--- src/rtl/uart_frame_parser.sv ---
// Packet parser between uart_rx and the ALU / uart_tx: header decode, echo pass-through,
// little-endian operand packing, length/opcode checks and inter-byte timeout resync.
module uart_frame_parser #(
    parameter int         WORD_W      = 32,
    parameter int         MAX_LEN     = 64,
    parameter int         TIMEOUT_CYC = 4096,
    parameter logic [7:0] OP_ECHO     = 8'hEC,
    parameter logic [7:0] OP_ADD      = 8'hA0,
    parameter logic [7:0] OP_MUL      = 8'hA1,
    parameter logic [7:0] OP_DIV      = 8'hA2
) (
    input  logic              clk_i,
    input  logic              rst_ni,
    input  logic [7:0]        rx_data_i,
    input  logic              rx_valid_i,
    output logic              rx_ready_o,
    output logic [7:0]        echo_data_o,
    output logic              echo_valid_o,
    input  logic              echo_ready_i,
    output logic [7:0]        op_o,
    output logic [WORD_W-1:0] operand_o,
    output logic              operand_valid_o,
    output logic              operand_last_o,
    input  logic              operand_ready_i,
    output logic              err_o,
    output logic [1:0]        err_code_o,
    output logic              busy_o
);

    localparam int NB  = WORD_W / 8;
    localparam int BCW = (NB > 1) ? $clog2(NB) : 1;
    localparam int TW  = (TIMEOUT_CYC > 1) ? $clog2(TIMEOUT_CYC) : 1;

    typedef enum logic [2:0] {
        S_IDLE, S_RSVD, S_LEN_LO, S_LEN_HI, S_ECHO, S_OPND, S_DRAIN
    } state_e;

    state_e            state_q, state_d;
    logic [7:0]        op_q, op_d;
    logic [7:0]        len_lo_q, len_lo_d;
    logic [15:0]       rem_q, rem_d;
    logic [BCW-1:0]    bc_q, bc_d;
    logic [WORD_W-1:0] shift_q, shift_d;
    logic [WORD_W-1:0] operand_q, operand_d;
    logic              opnd_valid_q, opnd_valid_d;
    logic              opnd_last_q, opnd_last_d;
    logic              err_q, err_d;
    logic [1:0]        err_code_q, err_code_d;
    logic [TW-1:0]     tmo_q, tmo_d;

    logic              rx_ready;
    logic              echo_valid;
    logic              rx_hs;
    logic [15:0]       len_w;
    logic [15:0]       body_w;
    logic              is_opnd;
    logic [WORD_W-1:0] shift_in;

    // Valid/ready: a byte moves on any cycle where valid and ready are both high;
    // a producer holds data stable while valid is high and ready is low.
    always_comb begin
        rx_ready   = 1'b1;
        echo_valid = 1'b0;
        case (state_q)
            S_ECHO: begin
                rx_ready   = echo_ready_i;
                echo_valid = rx_valid_i;
            end
            // Once the final operand is formed no further bytes belong to this packet.
            S_OPND:  rx_ready = (rem_q != 16'd0) && !(opnd_valid_q && !operand_ready_i);
            default: rx_ready = 1'b1;
        endcase
    end

    assign rx_hs    = rx_valid_i & rx_ready;
    assign len_w    = {rx_data_i, len_lo_q};
    assign body_w   = len_w - 16'd4;
    assign is_opnd  = (op_q == OP_ADD) || (op_q == OP_MUL) || (op_q == OP_DIV);
    assign shift_in = WORD_W'({rx_data_i, shift_q} >> 8);

    always_comb begin
        state_d      = state_q;
        op_d         = op_q;
        len_lo_d     = len_lo_q;
        rem_d        = rem_q;
        bc_d         = bc_q;
        shift_d      = shift_q;
        operand_d    = operand_q;
        opnd_valid_d = opnd_valid_q;
        opnd_last_d  = opnd_last_q;
        err_d        = 1'b0;
        err_code_d   = err_code_q;
        tmo_d        = tmo_q;

        if (opnd_valid_q && operand_ready_i) opnd_valid_d = 1'b0;

        case (state_q)
            S_IDLE: if (rx_hs) begin
                op_d    = rx_data_i;
                state_d = S_RSVD;
            end
            S_RSVD: if (rx_hs) state_d = S_LEN_LO;
            S_LEN_LO: if (rx_hs) begin
                len_lo_d = rx_data_i;
                state_d  = S_LEN_HI;
            end
            S_LEN_HI: if (rx_hs) begin
                rem_d = body_w;
                bc_d  = '0;
                if (len_w < 16'd4 || len_w > 16'(MAX_LEN)) begin
                    err_d      = 1'b1;
                    err_code_d = 2'd2;
                    state_d    = S_IDLE;
                end else if (is_opnd && (body_w == 16'd0 || (body_w % 16'(NB)) != 16'd0)) begin
                    err_d      = 1'b1;
                    err_code_d = 2'd2;
                    state_d    = (body_w == 16'd0) ? S_IDLE : S_DRAIN;
                end else if (!is_opnd && op_q != OP_ECHO) begin
                    err_d      = 1'b1;
                    err_code_d = 2'd1;
                    state_d    = (body_w == 16'd0) ? S_IDLE : S_DRAIN;
                end else if (body_w == 16'd0) begin
                    state_d = S_IDLE;
                end else begin
                    state_d = is_opnd ? S_OPND : S_ECHO;
                end
            end
            S_ECHO, S_DRAIN: if (rx_hs) begin
                rem_d = rem_q - 16'd1;
                if (rem_q == 16'd1) state_d = S_IDLE;
            end
            S_OPND: begin
                if (rx_hs) begin
                    shift_d = shift_in;
                    rem_d   = rem_q - 16'd1;
                    if (bc_q == BCW'(NB - 1)) begin
                        bc_d         = '0;
                        operand_d    = shift_in;
                        opnd_valid_d = 1'b1;
                        opnd_last_d  = (rem_q == 16'd1);
                    end else begin
                        bc_d = bc_q + BCW'(1);
                    end
                end
                if (opnd_valid_q && operand_ready_i && opnd_last_q) state_d = S_IDLE;
            end
            default: state_d = S_IDLE;
        endcase

        // Stalls caused by downstream back-pressure do not count towards the timeout.
        if (state_q == S_IDLE || rx_hs) begin
            tmo_d = '0;
        end else if (TIMEOUT_CYC != 0 && rx_ready) begin
            if (tmo_q == TW'(TIMEOUT_CYC - 1)) begin
                state_d      = S_IDLE;
                err_d        = 1'b1;
                err_code_d   = 2'd3;
                opnd_valid_d = 1'b0;
                opnd_last_d  = 1'b0;
                bc_d         = '0;
                tmo_d        = '0;
            end else begin
                tmo_d = tmo_q + TW'(1);
            end
        end
    end

    always_ff @(posedge clk_i or negedge rst_ni) begin
        if (!rst_ni) begin
            state_q      <= S_IDLE;
            op_q         <= '0;
            len_lo_q     <= '0;
            rem_q        <= '0;
            bc_q         <= '0;
            shift_q      <= '0;
            operand_q    <= '0;
            opnd_valid_q <= 1'b0;
            opnd_last_q  <= 1'b0;
            err_q        <= 1'b0;
            err_code_q   <= '0;
            tmo_q        <= '0;
        end else begin
            state_q      <= state_d;
            op_q         <= op_d;
            len_lo_q     <= len_lo_d;
            rem_q        <= rem_d;
            bc_q         <= bc_d;
            shift_q      <= shift_d;
            operand_q    <= operand_d;
            opnd_valid_q <= opnd_valid_d;
            opnd_last_q  <= opnd_last_d;
            err_q        <= err_d;
            err_code_q   <= err_code_d;
            tmo_q        <= tmo_d;
        end
    end

    assign rx_ready_o      = rx_ready;
    assign echo_data_o     = rx_data_i;
    assign echo_valid_o    = echo_valid;
    assign op_o            = op_q;
    assign operand_o       = operand_q;
    assign operand_valid_o = opnd_valid_q;
    assign operand_last_o  = opnd_last_q;
    assign err_o           = err_q;
    assign err_code_o      = err_code_q;
    assign busy_o          = (state_q != S_IDLE);

endmodule
--- config.mk ---
export PLATFORM = sky130hd
export DESIGN_NAME = uart_frame_parser
export DESIGN_NICKNAME = d
export VERILOG_FILES = /design/src/rtl/uart_frame_parser.sv
export SDC_FILE = /design/constraint.sdc
export NUM_CORES = 1
export LEC_CHECK = 0
export CAP_MARGIN = 20
export CELL_PAD_IN_SITES_DETAIL_PLACEMENT = 0
export CELL_PAD_IN_SITES_GLOBAL_PLACEMENT = 2
export CORE_ASPECT_RATIO = 1.25
export CORE_UTILIZATION = 40
export CTS_BUF_LIST = sky130_fd_sc_hd__clkbuf_2 sky130_fd_sc_hd__clkbuf_4 sky130_fd_sc_hd__clkbuf_8
export DETAILED_ROUTE_END_ITERATION = 10
export MAX_ROUTING_LAYER = met4
export PLACE_DENSITY = 0.89
export SLEW_MARGIN = 25
export SYNTH_ARGS = -nofsm -noshare
export SYNTH_HDL_FRONTEND = slang
export SYNTH_SLANG_ARGS = --single-unit
--- constraint.sdc ---
create_clock -name clk_i -period 4.31 [get_ports clk_i]
set_input_delay 0.431 -clock clk_i [delete_from_list [all_inputs] [get_ports clk_i]]
set_output_delay 0.431 -clock clk_i [all_outputs]
set_load 0.005 [all_outputs]
======== Word-level counts from Yosys, hierarchy flattened ========
Index checks and enable logic that the tools add are counted.
storage, ports and cells
  flip-flop bits (word level) ............. 118
  logic and storage cells ................. 123
  bits of input ports ..................... 13
operators by class
  mux-type cells .......................... 61
  add/subtract/negate cells ............... 4
  bitwise gates (word level) .............. 1
  reduce and logical (&&, ||, !) cells .... 28
  order comparisons ....................... 2
  equal/unequal tests ..................... 15
operators by type and width
  operator                                                     number
  2-to-1 mux 3 bit                                             15
  2-to-1 mux 12 bit                                            3
  2-to-1 mux 16 bit                                            2
  one-hot mux 16 bit (2 select lines)                          1
  nonzero test 16 bit                                          2
  2-to-1 mux 2 bit                                             14
  == test 8 bit, second input constant                         3
  2-to-1 mux 1 bit                                             23
  one-hot mux 3 bit (6 select lines)                           1
  == test 16 x 1 -> 1 bit, second input constant               1
  > comparator 16 x 7 -> 1 bit, second input constant          1
  zero test 16 bit                                             1
  less-than comparator 16 x 3 -> 1 bit, second input constant  1
  subtractor 16 x 1 -> 16 bit, second input constant           1
  subtractor 16 x 3 -> 16 bit, second input constant           1
  adder 12 x 1 -> 12 bit, second input constant                1
  == test 12 bit, second input constant                        1
  == test 3 bit, second input constant                         3
  inequality test 8 bit, second input constant                 1
  == test 3 x 2 -> 1 bit, second input constant                2
  logical AND 1 bit                                            6
  AND reduction 2 bit                                          3
  AND reduction 3 bit                                          2
  logical OR 1 bit                                             5
  other kinds (14)                                             17

======== Longest topological paths before layout ========
Gate-level depths: netlist (run 1).
  depth after elaboration ................. 13
  mapped depth ............................ 10
  depth with buffers taken out ............ 9

======== Worst setup path before layout (run 1) ========
OpenSTA, ideal clock, no wires.
  path type ............................... reg-to-reg
  from .................................... register rem_q[0]
  to ...................................... register shift_q[31]
  arrival ................................. 2226 ps
  required time ........................... 4185 ps
  setup slack ............................. 1959 ps
  stages on the path, launching flop included .. 9
  period minus slack after synthesis ...... 2351 ps
  library setup time ...................... 125 ps
  path through ............................ dfrtp_1 > inv_1 > ha_1 > nor3b_1 > and2_1 > a211o_1 > buf_2 > buf_2 > mux2_2
between the ends
  word-level cells in the longest chain between the ends .. 5
ends and longest elaborated chain
  what                                line  text
  start: declaration                  41    logic [15:0] rem_q, rem_d;
  start signal: assignment            186   rem_q <= rem_d;
  nonzero test 16 bit                 70    S_OPND: rx_ready = (rem_q != 16'd0) && !(opnd_valid_q && !operand_ready_i);
  logical AND 1 bit                   70
  one-hot mux 1 bit (2 select lines)  64    case (state_q)
  bitwise AND 1 bit                   75    assign rx_hs = rx_valid_i & rx_ready;
  AND reduction 2 bit (no line)       n/a
  end signal: assignment              188   shift_q <= shift_d;
  end: declaration                    43    logic [WORD_W-1:0] shift_q, shift_d;
No other way between the ends.
A chain may end at the register's enable or synchronous reset.

======== Worst setup path in the final report (run 1) ========
  from .................................... register rem_q[0]
  to ...................................... output rx_ready_o
between the ends
  word-level cells in the longest chain between the ends .. 3
ends and longest elaborated chain
  what                                line  text
  nonzero test 16 bit                 70
  logical AND 1 bit                   70
  one-hot mux 1 bit (2 select lines)  64
  end: declaration                    16    output logic rx_ready_o,
No other way between the ends.

==> impl_metrics.csv, run 1 <==
group,metric,value,unit
timing,max_clock_freq,335,MHz
clock_network,cts_resized,0,
routing,drc,0,
synth,syn-num-nets,554,
routing,ant_nets,0,
worst_setup_path,rr_startpoint,"rem_q[0]",
die,ios,69,
worst_setup_path,r2r_slack,1340,ps
synth,ys_types,65,
die,dieHeight,134,um
flow_run,drv_cap,0,
timing,worst_pin_slew,1020,ps
synth,syn_area,5600,um^2
clock_network,cts_sinks,110,
cells_and_area,drive_above_1_share,0.106,
worst_setup_path,worstPathRequired,3880,ps
timing,drv_slew,0,
cells_and_area,n_antenna_cell,0,
routing,drt_wl_total,13400,um
synth,async_flop_share,1.00,
worst_setup_path,end_kind,"output pin",
synth,yosysTopAreaCellShare,0.492,
synth,syn_area_per_cell,10.5,um^2
cells_and_area,stdcell_area,6570,um^2
worst_setup_path,worstPathArrival,2560,ps
routing,drt-met1-wl,5870,um
worst_setup_path,worstSetupPathType,"reg2out",
global_route,grt_usage,0.204,
clock_network,clk_path_buf_depth,2,
placed_design,hpwl,9750,um
routing,num_vias,4205,
worst_setup_path,reg2reg_depth,9,
global_route,gr-total-overflow,0,
timing,setup_tns,0,ps
die,core-area,13500,um^2
synth,ys_dominant_reg_cell,"dfrtp_1",
clock_network,htreeDepth,3,
placed_design,routabilityCongestion,0.844,
global_route,grt_pass1_vias,4321,
worst_setup_path,startpoint,"rem_q[0]",
synth,synth_edf_count,0,
cells_and_area,final_nets,600,
die,rows,47,
placed_design,place.port_buffers,68,
die,start_util,0.416,
timing,fin_crit_sh,0.693,
timing,setup_viol,0,
power,pwr_density_cell,454,nW/um^2
synth,synth_most_common_cell,"dfrtp_1",
die,die_area,14500,um^2
synth,ys_top_cells_by_area,"dfrtp_1, mux2_1, mux2_2",
routing,top_layer,"met4",
cells_and_area,syn2layout_area_growth,17.3,%
clock_network,cts_buffers,9,
synth,yosys.area.top_type,"dfrtp_1",
timing,period_needed,2990,ps
clock_network,cts_tree,"yes",
clock_network,clk-insertion-delay-late,380,ps
worst_setup_path,path_max_fanout,6,
clock_network,cts.clk_slew.worst_paths,120,ps
synth,ys_top_cells_by_count,"dfrtp_1, mux2_1, nor2_1",
clock_network,ctsRootBufferMaster,"clkbuf_8",
routing,drt-vias-per-instance,5.55,
die,die-width,108,um
synth,ys_ff_latch,110,
placed_design,placed_area,6340,um^2
global_route,antenna_found_initial,0,
timing,fin_skew,19.6,ps
worst_setup_path,reg2reg_to,"rem_q[12]",
routing,wl_met2,6740,um
min_path,hp-class,"in2async",
power,ir_drop,0.210,mV
worst_setup_path,cp-start-kind,"register",
routing,dr_wl_met3,500,um
timing,rsz0062_at_grt,"false",
global_route,grt_pass1_wl,22400,um
synth,synth_cells,535,
global_route,grt_max_degree,55,
synth,yosysWarnings,0,
routing,routedWlPerCell,17.8,um
routing,drt-initial-drc-count,192,
routing,firstDrtPassIters,4,
outcome,status,"finished clean",
timing,maxSlewHeadroom,0.314,
timing,hold_viol,0,
synth,ys_seq_area_frac,0.492,
power,p_leak,2.85,nW
==> cell usage in the layout, fill, tap and decap left out, drive strengths merged, types with 4 or more instances in the layout <==
| master | synthesis | layout |
|---|---|---|
| o21ai | 45 | 45 |
| clkbuf | 18 | 9 |
| nand2 | 39 | 39 |
| clkinv | 0 | 4 |
| nand3 | 19 | 19 |
| nor4b | 4 | 4 |
| clkdlybuf4s50 | 0 | 67 |
| inv | 13 | 16 |
| mux2 | 69 | 69 |
| ha | 6 | 6 |
| nor2b | 5 | 5 |
| nor2 | 40 | 40 |
| nor3 | 13 | 13 |
| nand2b | 7 | 7 |
| a21oi | 28 | 28 |
| and3 | 4 | 4 |
| nor4 | 12 | 12 |
| buf | 21 | 6 |
| dfrtp | 110 | 110 |
| a31oi | 7 | 7 |
| xnor2 | 10 | 10 |
| nand4 | 8 | 8 |
==> state kept, by name (all words and copies together) (netlist names), 3 cells and up <==
| signal | count |
|---|---|
| operand_o | 32 |
| op_o | 8 |
| tmo_q | 12 |
| shift_q | 24 |
| len_lo_q | 8 |
| state_q | 3 |
| rem_q | 16 |
==> power by group <==
group / switching, mW / internal (mW) / total, mW
clock network: 0.415 / 0.242 / 0.657
logic: 0.455 / 0.402 / 0.857
registers: 0.257 / 1.21 / 1.47
==> area by class of cell <==
class                   count  area, um^2
flip-flops and latches    110        2750
well taps                 171         214
inverters                  13        48.8
multi-input cells         373        2610
fillers                  1240        6900
clock buffers               9         124
repair buffers             74         726
clock inverters             7        96.3
==> layer usage <==
| metal | track usage | vias up |
|---|---|---|
| li1 | - | 2020 |
| met1 | 0.251 | 2072 |
| met2 | 0.339 | 90 |
| met3 | 0.0330 | 23 |
| met4 | 0.0715 | 0 |
| met5 | - | - |
==> per-stage QoR <==
step                instances  total power [mW]  hold slack [ps]  utilization  worst slack, ps
floorplan                 535              1.98              135            -             1960
global placement          740              2.32              362        0.470             1430
detailed placement        740              2.35              374        0.471             1350
CTS                       757              3.01              503        0.488             1280
global route              757              3.16              513        0.488             1040
finish                    757              2.98              490        0.488             1320
==> what timing repair did <==
| item | in CTS | in global routing |
|---|---|---|
| buffers inserted | 0 | 0 |
| hold endpoints to repair | 24 | 0 |
| hold buffers | 1 | 0 |
==> worst max-delay path by stage <==
stage | end | cells past startpoint | slack [ps]
floorplan | shift_q[31] | 8 | 1960
global placement | rem_q[12] | 9 | 1430
detailed placement | rem_q[12] | 9 | 1350
CTS | rx_ready_o | 5 | 1280
global route | rem_q[12] | 9 | 1040
finish | rx_ready_o | 7 | 1320
==> critical path, cell delays in order, from the launching register on <==
cell and delay (ps):
dfrtp_1 430, inv_1 110, ha_1 200, nor4bb_1 320
nand4_1 200, a221oi_2 350, inv_2 120, clkdlybuf4s50_1 460
==> kinds of logic (layout without fill, tap and decap cells) <==
family	count (synthesis)	after routing	share of synthesized area
AOI/OAI and AO/OA	112	112	0.127
and+or+nand+nor	171	171	0.161
xor gates and xnor gates	12	12	0.0188
adders and majority gates	6	6	0.0134
buffers and inverters	52	103	0.0440
muxes	72	72	0.144
DFF	110	110	0.492
No activity file was read; power rests on OpenSTA's default activity.
==> run 2: changes to the inputs <==
CORE_UTILIZATION = 34   (was 40)
PLACE_DENSITY = 0.81   (was 0.89)
clock period = 2.4 ns   (was 4.31 ns; I/O delays follow)
==> run 2 against run 1 <==
  * Cell count grew 12%
  * Wire length grew 7.1%
  * Count of clock-buffer cells in the layout unchanged
  * Sequential power rose by 75%
  * Critical endpoint is now err_code_o[1]
==> impl_metrics.csv, run 2 (synthesis gave the netlist of run 1 again) <==
group,metric,value,unit
worst_setup_path,critical_path.cell_chain,"inv_1, ha_2, or3b_4, buf_4, a21oi_1, a21boi_1, o2111ai_4, o211ai_2, a21o_1",
power,total_power,5.67,mW
worst_setup_path,worstPathArrival,2570,ps
routing,ant_nets,0,
timing,setup_viol,0,
power,intPower,3.55,mW
power,pwr-share-seq,0.454,
worst_setup_path,path_max_fanout,5,
clock_network,cts.clk_slew.worst_paths,120,ps
power,p_sw_frac,0.374,
power,ir_drop,0.372,mV
flow_run,drv_cap,0,
routing,routedWlPerCell,17.0,um
timing,post-route-worst-setup-slack,124,ps
placed_design,place.port_buffers,68,
clock_network,cts_buffers,9,
worst_setup_path,worstPathRequired,2690,ps
cells_and_area,syn2layout_area_growth,25.4,%
timing,fin_crit_sh,0.948,
clock_network,cts_tree,"yes",
timing,setup_tns,0,ps
routing,drt_wl_total,14400,um
placed_design,routabilityCongestion,0.839,
die,die-width,117,um
power,switching_power,2.12,mW
routing,drt-vias-per-instance,5.15,
power,pwr_density_cell,808,nW/um^2
cells_and_area,drive_above_1_share,0.180,
worst_setup_path,cp_slowest_cell,"dfrtp_1",
clock_network,cts_sinks,110,
power,power.combinational.fraction,0.329,
timing,period_needed,2280,ps
placed_design,hpwl,10400,um
timing,max_clock_freq,439,MHz
min_path,hp-class,"in2async",
cells_and_area,mostFrequentLayoutCells,"dfrtp_1, clkdlybuf4s50_1, buf_4",
cells_and_area,nFillCells,1611,
worst_setup_path,cp-start-kind,"register",
timing,holdWs,414,ps
die,dieHeight,145,um
worst_setup_path,end_kind,"register",
power,p_leak,3.09,nW
clock_network,clk_path_buf_depth,2,
cells_and_area,n_antenna_cell,0,
clock_network,clk-insertion-delay-late,400,ps
global_route,grt_pass1_vias,4497,
timing,fin_skew,13.9,ps
clock_network,ctsRootBufferMaster,"clkbuf_8",
global_route,antenna_found_initial,0,
cells_and_area,final_util,0.435,
worst_setup_path,worstSetupPathType,"reg2reg",
timing,hold_viol,0,
global_route,grt_max_degree,47,
timing,maxSlewHeadroom,0.551,
outcome,status,"finished clean",
routing,drc,0,
routing,drt-initial-drc-count,214,
worst_setup_path,cpPeakStageDelay,440,ps
timing,drv_slew,0,
timing,worst_pin_slew,674,ps
power,p_clk_frac,0.217,
routing,firstDrtPassIters,4,
cells_and_area,final_common_cell,"dfrtp_1",
die,start_util,0.347,
die,die_area,17000,um^2
die,ios,69,
cells_and_area,largest_reg_flops,32,
die,rows,52,
cells_and_area,final_nets,643,
die,core-area,16100,um^2
routing,num_vias,4352,
global_route,grt_usage,0.189,
clock_network,htreeDepth,3,
placed_design,dp_slack,-62.2,ps
global_route,gr-total-overflow,0,
global_route,grt_pass1_wl,23900,um
## run 2: layout make-up
cell class | count | area, um^2 | area share
well taps | 216 | 270 | 0.0385
repair buffers | 117 | 1080 | 0.154
clock inverters | 7 | 101 | 0.0144
inverters | 13 | 48.8 | 0.00695
clock buffers | 9 | 124 | 0.0176
multi-input cells | 373 | 2640 | 0.376
flip-flops and latches | 110 | 2750 | 0.392
## run 2: power groups by stage
stage | sequential (mW) | clock, mW | combinational, mW
after floorplan | 2.47 | 0 | 1.09
after global placement | 2.58 | 0 | 1.79
after detailed placement | 2.60 | 0 | 1.81
after CTS | 2.57 | 1.27 | 1.84
after global routing | 2.64 | 1.34 | 2.08
final | 2.57 | 1.23 | 1.87
## run 2: worst max-delay path: cells and delay by family, from the launching register on
family          cells  cell delay (ps)
flops               1              440
fa+ha+maj           1              210
simple gates        1              390
compound gates      5              850
buf+inv             2              270
## run 2: per-stage QoR
stage | instance area (um^2) | instances
6_report | 7020 | 845
5_1_grt | 7020 | 845
4_1_cts | 6990 | 844
3_5_place_dp | 6730 | 825
3_3_place_gp | 6730 | 825
2_1_floorplan | 5600 | 535
## run 2: path summary, 6_finish.rpt
| path | startpoint | endpoint | slack (ps) | depth (start not counted) |
|---|---|---|---|---|
| max in group asynchronous | rst_ni | err_o | 1330 | 3 |
| hold reg to reg | shift_q[14] | operand_o[6] | 500 | 1 |
| min in group clk_i | shift_q[14] | operand_o[6] | 500 | 1 |
| setup reg to reg | len_lo_q[2] | err_code_o[1] | 120 | 9 |
| setup / recovery | len_lo_q[2] | err_code_o[1] | 120 | 9 |
| hold / removal | rst_ni | operand_o[16] | 410 | 2 |
## run 2: routing by layer
layer | GRT usage | vias up | part of all wire
met5 | - | - | 0
met1 | 0.235 | 2134 | 0.44
li1 | - | 2103 | -
met4 | 0.0601 | 0 | 0.015
met3 | 0.0375 | 14 | 0.045
met2 | 0.304 | 101 | 0.50
## run 2: repair_timing
| item | 4_1_cts | 5_1_grt |
|---|---|---|
| buffers inserted | 2 | 1 |
| hold buffers | 1 | 0 |
| hold endpoints to repair | 43 | 0 |
| pin swaps | 3 | 3 |
| gates resized for setup | 4 | 9 |
| endpoints found under the setup margin | 1 | 16 |
==> run 3: changes to the inputs <==
CORE_MARGIN = 10   (was unset)
GPL_TIMING_DRIVEN = 1   (was unset)
==> run 3 against run 2 <==
  * First-iteration DRC count is 6.5% lower
  * Non-clock buffer count is 4 higher
  * Via count is 2.5% higher
  * Largest cell class unchanged
==> impl_metrics.csv, run 3 (synthesis gave the netlist of run 1 again) <==
group,metric,value,unit
die,dieHeight,163,um
worst_setup_path,critPathCapture,"tmo_q[0]",
die,die-width,135,um
die,die_area,22000,um^2
worst_setup_path,rr_startpoint,"rem_q[1]",
cells_and_area,nFillCells,1538,
worst_setup_path,cpPeakStageDelay,420,ps
worst_setup_path,path_buf_inv,3,
timing,setup_tns,0,ps
timing,period_needed,2230,ps
flow_run,drv_cap,0,
timing,setup_viol,0,
worst_setup_path,cp_slowest_cell,"dfrtp_1",
cells_and_area,n_antenna_cell,0,
cells_and_area,seqCellArea,2750,um^2
timing,post-route-worst-setup-slack,172,ps
clock_network,clk_path_buf_depth,2,
worst_setup_path,cp-start-kind,"register",
clock_network,cts_sinks,110,
cells_and_area,largest_reg_flops,32,
power,p_leak,3.10,nW
global_route,antenna_found_initial,0,
timing,drv_slew,0,
worst_setup_path,path_max_fanout,19,
cells_and_area,finalNonFillerCells,849,
global_route,grt_pass1_vias,4649,
clock_network,cts_tree,"yes",
placed_design,hpwl,11300,um
worst_setup_path,startpoint,"rem_q[1]",
global_route,gr-total-overflow,0,
routing,drt-initial-drc-count,200,
cells_and_area,final_common_cell,"dfrtp_1",
routing,drt_wl_total,15100,um
routing,ant_nets,0,
placed_design,place.port_buffers,68,
worst_setup_path,worstPathRequired,2690,ps
cells_and_area,final_nets,647,
clock_network,ctsRootBufferMaster,"clkbuf_8",
placed_design,routabilityCongestion,0.837,
worst_setup_path,reg2reg_to,"tmo_q[0]",
cells_and_area,syn2layout_area_growth,26.1,%
timing,fin_crit_sh,0.929,
die,rows,52,
worst_setup_path,worstPathArrival,2520,ps
min_path,hp-class,"in2async",
outcome,status,"finished clean",
clock_network,clk-insertion-delay-late,400,ps
global_route,grt_usage,0.145,
timing,hold_viol,0,
timing,maxSlewHeadroom,0.550,
worst_setup_path,end_kind,"register",
worst_setup_path,path_depth,9,
clock_network,htreeDepth,3,
cells_and_area,multi_input_area,2660,um^2
routing,drc,0,
worst_setup_path,reg2reg_depth,9,
power,pwr_density_cell,808,nW/um^2
timing,fin_skew,12.7,ps
timing,max_clock_freq,449,MHz
power,ir_drop,0.357,mV
routing,firstDrtPassIters,4,
timing,rsz0062_at_grt,"false",
worst_setup_path,r2r_slack,170,ps
global_route,grt_pass1_wl,25000,um
routing,drt-vias-per-instance,5.25,
timing,holdWs,319,ps
placed_design,place_inst,826,
global_route,grt_max_degree,47,
clock_network,cts.clk_slew.worst_paths,120,ps
cells_and_area,mostFrequentLayoutCells,"dfrtp_1, clkdlybuf4s50_1, buf_4",
routing,routedWlPerCell,17.8,um
die,ios,69,
die,core-area,16200,um^2
worst_setup_path,critical_path.cell_chain,"inv_2, ha_2, nor4bb_4, nand4_1, a221oi_2, buf_4, buf_6, nor2_1, mux2_2",
die,start_util,0.346,
routing,num_vias,4460,
placed_design,dp_slack,-82.1,ps
timing,worst_pin_slew,675,ps
worst_setup_path,worstSetupPathType,"reg2reg",
worst_setup_path,critical-path-top-delay-family,"simple AND/OR/NAND/NOR gates",
cells_and_area,drive_above_1_share,0.190,
clock_network,cts_buffers,9,
[run 3: cell types whose count changed in the layout (fill, tap and decap cells not counted), sizes merged]
cell	change
inv	-1
buf	+4
clkinv	+1
[run 3: what timing repair did]
action / 4_1_cts / 5_1_grt
setup endpoints to repair: 1 / 17
resized for setup: 6 / 13
buffers inserted: 1 / 5
hold buffers: 1 / 0
pin swaps: 3 / 3
endpoints found under the hold margin: 29 / 0
[run 3: metrics by stage]
stage               utilization  power, mW  cell area (um^2)
floorplan                     -       3.56              5600
global placement          0.416       4.39              6730
detailed placement        0.416       4.44              6730
CTS                       0.431       5.66              6980
global route              0.436       6.14              7060
finish                    0.436       5.70              7060
[run 3: cell type report]
cell class,count,share of cell area
Multi-Input combinational cell,373,0.376
Tap cell,216,0.0383
Timing Repair Buffer,121,0.158
Inverter,13,0.00691
Sequential cell,110,0.390
Clock inverter,7,0.0129
Clock buffer,9,0.0175
[run 3: worst min path at each step]
stage	endpoint	slack, ps	cells after the start
5_1_grt	shift_q[30]	320	2
2_1_floorplan	bc_q[0]	-60	0
3_3_place_gp	operand_o[27]	200	1
3_5_place_dp	operand_o[27]	200	1
6_report	operand_o[31]	320	2
4_1_cts	operand_o[23]	310	2
[run 3: power breakdown]
part / total [mW] / internal (mW) / switching [mW] / leakage (nW)
combinational: 1.98 / 0.977 / 1.01 / 1.54
sequential: 2.54 / 2.18 / 0.363 / 1.45
clock: 1.18 / 0.427 / 0.750 / 0.106
[run 3: metal layers]
layer | global-route usage | vias to the layer above | wire length [um]
li1 | - | 2117 | -
met2 | 0.235 | 106 | 7420
met1 | 0.170 | 2220 | 6460
met5 | - | - | 0
met3 | 0.0470 | 17 | 958
met4 | 0.0401 | 0 | 240
